**src/rtl/pwm_duty_monitor.sv**
```systemverilog
// Per-channel PWM duty-cycle monitor: counts synchronised high cycles over a
// fixed window and hands each window's result to a consumer via valid/ready.
module pwm_duty_monitor #(
  parameter int unsigned CHANNELS      = 3,
  parameter int unsigned PERIOD_CYCLES = 256,
  parameter int unsigned SYNC_STAGES   = 2,
  localparam int unsigned CNT_W        = $clog2(PERIOD_CYCLES + 1)
) (
  input  logic                      clk,
  input  logic                      rst_n,
  input  logic                      enable,
  input  logic [CHANNELS-1:0]       pwm_in,
  output logic [CHANNELS*CNT_W-1:0] duty_out,
  output logic [CHANNELS-1:0]       active_out,
  output logic                      duty_valid,
  input  logic                      duty_ready,
  output logic                      overrun,
  input  logic                      clr_overrun
);

  localparam int unsigned WCNT_W = $clog2(PERIOD_CYCLES);
  localparam logic [WCNT_W-1:0] WCNT_LAST = WCNT_W'(PERIOD_CYCLES - 1);

  logic [CHANNELS-1:0] sync_q [SYNC_STAGES];
  logic [CHANNELS-1:0] s;
  logic [CHANNELS-1:0] s_prev;

  logic [WCNT_W-1:0]   wcnt;
  logic [CNT_W-1:0]    hcnt    [CHANNELS];
  logic [CNT_W-1:0]    fin_cnt [CHANNELS];
  logic [CHANNELS-1:0] act;
  logic [CHANNELS-1:0] fin_act;

  logic win_end;
  logic load;
  logic lost;

  assign s = sync_q[SYNC_STAGES-1];

  // Input synchroniser plus previous-sample register for edge detection.
  always_ff @(posedge clk or negedge rst_n) begin
    if (!rst_n) begin
      for (int unsigned k = 0; k < SYNC_STAGES; k++) begin
        sync_q[k] <= '0;
      end
      s_prev <= '0;
    end else begin
      sync_q[0] <= pwm_in;
      for (int unsigned k = 1; k < SYNC_STAGES; k++) begin
        sync_q[k] <= sync_q[k-1];
      end
      s_prev <= s;
    end
  end

  // Running totals including this cycle's sample; these are the window result at window end.
  always_comb begin
    for (int unsigned i = 0; i < CHANNELS; i++) begin
      fin_cnt[i] = hcnt[i] + CNT_W'(s[i]);
    end
    fin_act = act | (s ^ s_prev);
  end

  assign win_end = enable && (wcnt == WCNT_LAST);
  assign load    = win_end && (!duty_valid || duty_ready);
  assign lost    = win_end && duty_valid && !duty_ready;

  // Window accumulation; disabling aborts the partial window.
  always_ff @(posedge clk or negedge rst_n) begin
    if (!rst_n) begin
      wcnt <= '0;
      act  <= '0;
      for (int unsigned i = 0; i < CHANNELS; i++) begin
        hcnt[i] <= '0;
      end
    end else if (!enable || win_end) begin
      wcnt <= '0;
      act  <= '0;
      for (int unsigned i = 0; i < CHANNELS; i++) begin
        hcnt[i] <= '0;
      end
    end else begin
      wcnt <= wcnt + WCNT_W'(1);
      act  <= fin_act;
      for (int unsigned i = 0; i < CHANNELS; i++) begin
        hcnt[i] <= fin_cnt[i];
      end
    end
  end

  // Result holding register with valid/ready handshake; an unaccepted result blocks newer ones.
  always_ff @(posedge clk or negedge rst_n) begin
    if (!rst_n) begin
      duty_out   <= '0;
      active_out <= '0;
      duty_valid <= 1'b0;
    end else if (load) begin
      for (int unsigned i = 0; i < CHANNELS; i++) begin
        duty_out[i*CNT_W +: CNT_W] <= fin_cnt[i];
      end
      active_out <= fin_act;
      duty_valid <= 1'b1;
    end else if (duty_valid && duty_ready) begin
      duty_valid <= 1'b0;
    end
  end

  // Sticky lost-window flag; a new loss outranks a clear in the same cycle.
  always_ff @(posedge clk or negedge rst_n) begin
    if (!rst_n) begin
      overrun <= 1'b0;
    end else if (lost) begin
      overrun <= 1'b1;
    end else if (clr_overrun) begin
      overrun <= 1'b0;
    end
  end

endmodule

```
**config.mk**
```make
export PLATFORM = sky130hd
export DESIGN_NAME = pwm_duty_monitor
export DESIGN_NICKNAME = d
export VERILOG_FILES = /design/src/rtl/pwm_duty_monitor.sv
export SDC_FILE = /design/constraint.sdc
export NUM_CORES = 1
export LEC_CHECK = 0
export ABC_AREA = 1
export CAP_MARGIN = 20
export CORE_MARGIN = 3
export CORE_UTILIZATION = 55
export CTS_CLUSTER_SIZE = 24
export DETAILED_ROUTE_END_ITERATION = 6
export MAX_ROUTING_LAYER = met4
export PLACE_DENSITY = 0.82
export SYNTH_ARGS = -nofsm -noshare
export SYNTH_HDL_FRONTEND = slang
export SYNTH_SLANG_ARGS = --single-unit
```
**constraint.sdc**
```tcl
create_clock -name clk -period 1.6 [get_ports clk]
set_clock_uncertainty 0.1 [all_clocks]
set_input_delay 0.24 -clock clk [delete_from_list [all_inputs] [get_ports clk]]
set_output_delay 0.24 -clock clk [all_outputs]
set_load 0.01 [all_outputs]
```
==> results.md, run 1 <==
- Outcome: finished with violations
- Failing checks: negative setup slack
- First-pass GRT wire length: 11.6 mm
- R2r endpoint: duty_out[9]$_DFFE_PN0P_
- Largest family of logic cells by synthesized area: simple AND/OR/NAND/NOR gates
- Crit path launch type: flop
- Dpl hpwl: 4.44 mm
- Placer congestion estimate: 0.839
- PnR worst setup slack: -0.0389 ns
- Clk pin slew, worst setup/hold paths: 0.08 ns
- Grt ovf: 0
- Mapped Area: 3460 um2
- Origin of the critical flop-to-flop path: wcnt[0]$_DFF_PN0_
- Worst VDD drop: 0.529 mV
- Die area: 7280 um2
- Adder-cell share of the synthesized area: 0.0253
- Cell area after layout: 4530 um2
- Most frequent cells in the layout: 152 x nand2_1, 79 x dfrtp_1, 41 x inv_1, 35 x nor2_1, 24 x a21oi_1
- Core Area: 5990 um2
- RSZ-0062 raised after global routing: true
- Routed vias: 2850
- Final worst path period share: 1.02
- Initial DRC count: 157
- Worst Path Class, Setup: flop to flop
- Vias per cell: 5.15
- Number of global-route vias before repair: 2748
- Cell Rows: 28
- CTS tree: yes
- MaxCap Viol Count: 0
- Post-synthesis simple-gate area fraction: 0.278
- Die span in y: 85.3 um
- Final wirelength: 7.66 mm
- Area taken by multi-input logic gates: 1410 um2
- H-tree depth: 3
- Post-Synthesis Cells: 412
- Root Buffer: clkbuf_8
- Number of CTS-inserted buffers: 9
- Avg Inst Size Synth: 8.40 um2
- Clock latency on the worst-skew pair: 0.35 ns
- Layout Utilization: 0.756
- Post-synthesis compound-gate area fraction: 0.0452
- Length of the first detailed-routing pass in iterations: 4
- Sink Count: 79
- Worst min path class: primary input to async pin
- Routed wire per std cell: 13.9 um
- Flops & latches, synth: 79
- Worst Path Max Fanout: 8
- Fill cells: 402
- Largest net degree at the start of global routing: 43
- FF-to-FF path depth: 8
- Buffers added on ports: 39
- Sequential area share after synthesis: 0.571
- Total track usage: 0.205
- Fin. Hold Viols: 0
- Achievable frequency: 0.610 GHz
- Slew headroom: 0.785
- CP arrival: 1.82 ns
- Flip-flop and latch area: 1980 um2
- Clk buf depth: 2
- Starting Density: 0.577
- Post-place instance area: 3980 um2
- Yosys warns: 0
- Initial antenna violation count: 0
- Post-Synth XOR/XNOR Area: 0.0127
- Setup violators final: 11
- DRC Markers: 0
- WP data required: 1.78 ns
- Leak: 0.00265 uW
- Post-synthesis mux area share: 0
- Flop-to-flop setup slack: -0.04 ns
- Pwr per Cell Area: 838 nW/um2
- Final Max Slew Viols: 0
- Worst-margin pin slew: 0.322 ns
- Tmin final: 1.64 ns
- Post-synthesis net count: 427
- Final ANT Viol Nets: 0
- Final #Nets: 489
- Overall die width: 85.3 um
- Synth cell types: 24
- Area grow syn2layout: 30.9%
- ANT cells: 0
- Critical path capture point type: flop
- I/O Pins: 40
- Layout cells sized above 1: 0.159
- Commonest non-fill, non-tap cell in the layout: nand2_1
==> critical path: stages (launching register included) <==
cell and delay [ns]:
dfrtp_1 0.40, ha_4 0.17, nand2_4 0.05, nor2_4 0.13, nand3_4 0.10, nor2_4 0.25, clkbuf_16 0.24, nand2_2 0.05
nand2_1 0.07
==> Yosys cell counts, drive strengths merged <==
cell type | number | area, um2
a21oi | 24 | 120
nor2b | 1 | 6.26
xnor2 | 1 | 8.76
or2 | 3 | 18.8
o22ai | 1 | 6.26
nor3 | 3 | 15.0
nand4 | 2 | 12.5
dfrtp | 79 | 1980
ha | 7 | 87.6
inv | 42 | 158
nand3 | 16 | 85.1
xor2 | 4 | 35.0
nand3b | 1 | 7.51
buf | 10 | 76.3
nand2 | 172 | 648
o21ai | 6 | 30.0
nor2 | 40 | 168
==> state kept, by name, summed over array words and instances, names as in the netlist <==
| name | flops |
|---|---|
| active_out | 3 |
| duty_out | 27 |
| sync_q | 3 |
| overrun | 1 |
| s | 3 |
| duty_valid | 1 |
| wcnt | 8 |
| hcnt | 27 |
| s_prev | 3 |
| act | 3 |
==> routing by layer <==
metal	part of all wire	wire length (um)	up-vias	track usage
met2	0.51	3880	67	0.344
met4	0.024	187	0	0.0950
li1	-	-	1396	-
met5	0	0	-	-
met1	0.43	3320	1365	0.245
met3	0.037	280	22	0.0291
==> per-stage QoR <==
| stage | TNS [ns] | cells | power, uW | worst slack [ns] | hold WS, ns |
|---|---|---|---|---|---|
| floorplan | 0 | 412 | 2170 | 0.147 | -0.156 |
| global placement | 0 | 525 | 2260 | 0.0714 | 0.0546 |
| detailed placement | 0 | 525 | 2280 | 0.0124 | 0.0588 |
| CTS | 0 | 541 | 3750 | 0.000749 | 0.222 |
| global route | -1.79 | 553 | 3940 | -0.0977 | 0.231 |
| finish | -0.0877 | 553 | 3790 | -0.0389 | 0.224 |
==> worst max-delay path by stage <==
| stage | end | cells past startpoint | slack (ns) | from |
|---|---|---|---|---|
| after global placement | duty_out[5]$_DFFE_PN0P_ | 7 | 0.07 | duty_ready |
| after floorplan | duty_out[13]$_DFFE_PN0P_ | 7 | 0.15 | s[1]$_DFF_PN0_ |
| final | duty_out[9]$_DFFE_PN0P_ | 8 | -0.04 | wcnt[0]$_DFF_PN0_ |
| after detailed placement | duty_out[15]$_DFFE_PN0P_ | 7 | 0.01 | s[1]$_DFF_PN0_ |
| after global routing | duty_out[9]$_DFFE_PN0P_ | 8 | -0.1 | wcnt[0]$_DFF_PN0_ |
| after CTS | duty_out[11] | 1 | 0.0007 | duty_out[11]$_DFFE_PN0P_ |
==> logic make-up after synthesis <==
family,count (synthesis)
fa+ha+maj,7
flops,79
simple gates,238
xor+xnor,5
compound gates,31
buf+inv,52
==> final cells by class <==
cell class / count / share of cell area
Clock inverter: 4 / 0.00995
Clock buffer: 11 / 0.0334
Inverter: 42 / 0.0348
Tap cell: 75 / 0.0207
Multi-Input combinational cell: 281 / 0.311
Sequential cell: 79 / 0.437
Timing Repair Buffer: 61 / 0.153
==> power breakdown <==
part | switching [uW] | leakage [uW] | internal (uW)
Clock | 709 | 0.000105 | 790
Combinational | 132 | 0.00148 | 98.4
Sequential | 31.2 | 0.00107 | 2030
Total | 872 | 0.00265 | 2920
==> timing repair <==
item	CTS	global route
resized for setup	6	63
pin swaps	0	4
endpoints found under the hold margin	22	0
hold buffers	1	0
gates cloned	0	3
setup endpoints to repair	5	60
buffers inserted	0	9
No activity file was read; power rests on OpenSTA's default activity.
==> inputs of run 2 (changes only) <==
--- a/config.mk
+++ b/config.mk
@@ -7,12 +7,14 @@
 export LEC_CHECK = 0
 export ABC_AREA = 1
 export CAP_MARGIN = 20
-export CORE_MARGIN = 3
+export CORE_MARGIN = 2
 export CORE_UTILIZATION = 55
 export CTS_CLUSTER_SIZE = 24
 export DETAILED_ROUTE_END_ITERATION = 6
 export MAX_ROUTING_LAYER = met4
 export PLACE_DENSITY = 0.82
+export SKIP_LAST_GASP = 1
+export SLEW_MARGIN = 20
 export SYNTH_ARGS = -nofsm -noshare
 export SYNTH_HDL_FRONTEND = slang
 export SYNTH_SLANG_ARGS = --single-unit
==> run 2 against run 1 <==
Effect of this change: the run now ends clean; via count shrank 3.9%; final cell count decreased by 1.6%; register-to-register slack gained 0.06 ns; critical path type unchanged; largest power group unchanged; utilization down 4.2 points; largest cell class unchanged; design area shrank 5.5%; maximum frequency increased by 3.8%; first-iteration DRC count rose by 23%; clock power fell by 5%; global-route usage up 1.4 points; non-clock buffer count fell by 9; total power down 3.3%; sequential cell count stayed put.
==> results.md, run 2 (synthesis results as in run 1) <==
- Finished Layout Cells: 544
- Top Registers: duty_out (27), hcnt (27), wcnt (8)
- CTS tree: yes
- Routed wire per std cell: 13.1 um
- Vias per cell: 5.03
- Worst Path Class, Setup: flop to flop
- Starting Density: 0.577
- Setup violators final: 0
- Worst VDD drop: 0.648 mV
- CP top delay family: simple AND/OR/NAND/NOR gates
- Clock latency on the worst-skew pair: 0.36 ns
- DRC Markers: 0
- RSZ-0062 raised after global routing: true
- Post-place instance area: 3980 um2
- CP arrival: 1.77 ns
- Buf+Inv Stages, Crit Path: 1
- Final Max Slew Viols: 0
- Die area: 6940 um2
- MaxCap Viol Count: 0
- Clk buf depth: 2
- Worst-margin pin slew: 0.447 ns
- Total power: 3670 uW
- Number of CTS-inserted buffers: 9
- Max incr delay on CP: 0.40 ns
- Worst Path Max Fanout: 30
- Pwr per Cell Area: 858 nW/um2
- Largest net degree at the start of global routing: 39
- CP Cell Sequence: ha_1, nand2_2, nor2_4, nand3_2, nor2_4, buf_12, nand2_1, nand2_1
- I/O Pins: 40
- Flop-to-flop setup slack: 0.02 ns
- Length of the first detailed-routing pass in iterations: 6
- Tmin final: 1.58 ns
- Final worst path period share: 0.987
- Crit path launch type: flop
- Placer congestion estimate: 0.827
- Final ANT Viol Nets: 0
- Slowest-stage cell, CP: dfrtp_1
- Clk pin slew, worst setup/hold paths: 0.08 ns
- H-tree depth: 3
- WP data required: 1.79 ns
- Cell area after layout: 4280 um2
- Total track usage: 0.219
- Achievable frequency: 0.633 GHz
- Slew headroom: 0.702
- Buffers added on ports: 39
- Overall die width: 83.3 um
- Placed Cells: 524
- Grt ovf: 0
- Die span in y: 83.3 um
- Initial antenna violation count: 0
- Critical path capture point type: flop
- First-pass GRT wire length: 11.9 mm
- Initial DRC count: 193
- Outcome: completed
- Area grow syn2layout: 23.7%
- Final wirelength: 7.14 mm
- Worst min path class: primary input to flop
- Core Area: 5990 um2
- Routed vias: 2738
- Commonest non-fill, non-tap cell in the layout: nand2_1
- Cell Rows: 28
- Sink Count: 79
- Dpl hpwl: 4.43 mm
- Fin. Hold Viols: 0
- Most frequent cells in the layout: 170 x nand2_1, 79 x dfrtp_1, 41 x inv_1, 35 x nor2_1, 24 x a21oi_1
- Number of global-route vias before repair: 2866
- Final #Nets: 480
- Layout cells sized above 1: 0.0981
- Root Buffer: clkbuf_8
- Leak: 0.00255 uW
- ANT cells: 0
-- run 2: final timing paths --
check | startpoint | cells after the start | end
worst max-delay path | wcnt[0]$_DFF_PN0_ | 8 | duty_out[22]$_DFFE_PN0P_
worst min-delay path | pwm_in[0] | 1 | sync_q[3]$_DFF_PN0_
worst max register to register | wcnt[0]$_DFF_PN0_ | 8 | duty_out[22]$_DFFE_PN0P_
worst min register to register | sync_q[3]$_DFF_PN0_ | 0 | s[0]$_DFF_PN0_
max in group asynchronous | rst_n | 3 | hcnt[8]$_DFF_PN0_
min in group asynchronous | rst_n | 2 | duty_out[23]$_DFFE_PN0P_
-- run 2: where the power goes --
part | internal [uW] | switching (uW)
clock | 702 | 714
combinational | 81.3 | 116
sequential | 2030 | 24.3
-- run 2: routing by layer --
metal | global-route usage | wire length (um) | up-vias
li1 | - | - | 1366
met1 | 0.257 | 3180 | 1299
met3 | 0.0567 | 312 | 12
met2 | 0.371 | 3550 | 61
met5 | - | 0 | -
met4 | 0.0686 | 89 | 0
-- run 2: final cells by class --
| cell class | instances | area, um2 |
|---|---|---|
| repair buffers | 52 | 594 |
| inverters | 42 | 158 |
| multi-input cells | 281 | 1280 |
| clock buffers | 10 | 128 |
| fillers | 443 | 1710 |
| well taps | 75 | 93.8 |
| clock inverters | 5 | 50.0 |
| flip-flops and latches | 79 | 1980 |
-- run 2: timing repair --
action / in CTS / in global routing
hold buffers: 1 / 0
endpoints found under the setup margin: 11 / 78
cloned: 0 / 1
gates resized for setup: 11 / 32
endpoints found under the hold margin: 32 / 0
buffers inserted: 0 / 3
-- run 2: metrics by stage --
stage,setup WS [ns],setup TNS (ns),util,hold slack (ns)
finish,0.0208,0,0.714,0.215
global route,-0.110,-2.27,0.714,0.211
CTS,0.0000941,0,0.693,0.213
detailed placement,0.0233,0,0.664,0.116
global placement,0.0750,0,0.664,0.108
floorplan,0.147,0,-,-0.156
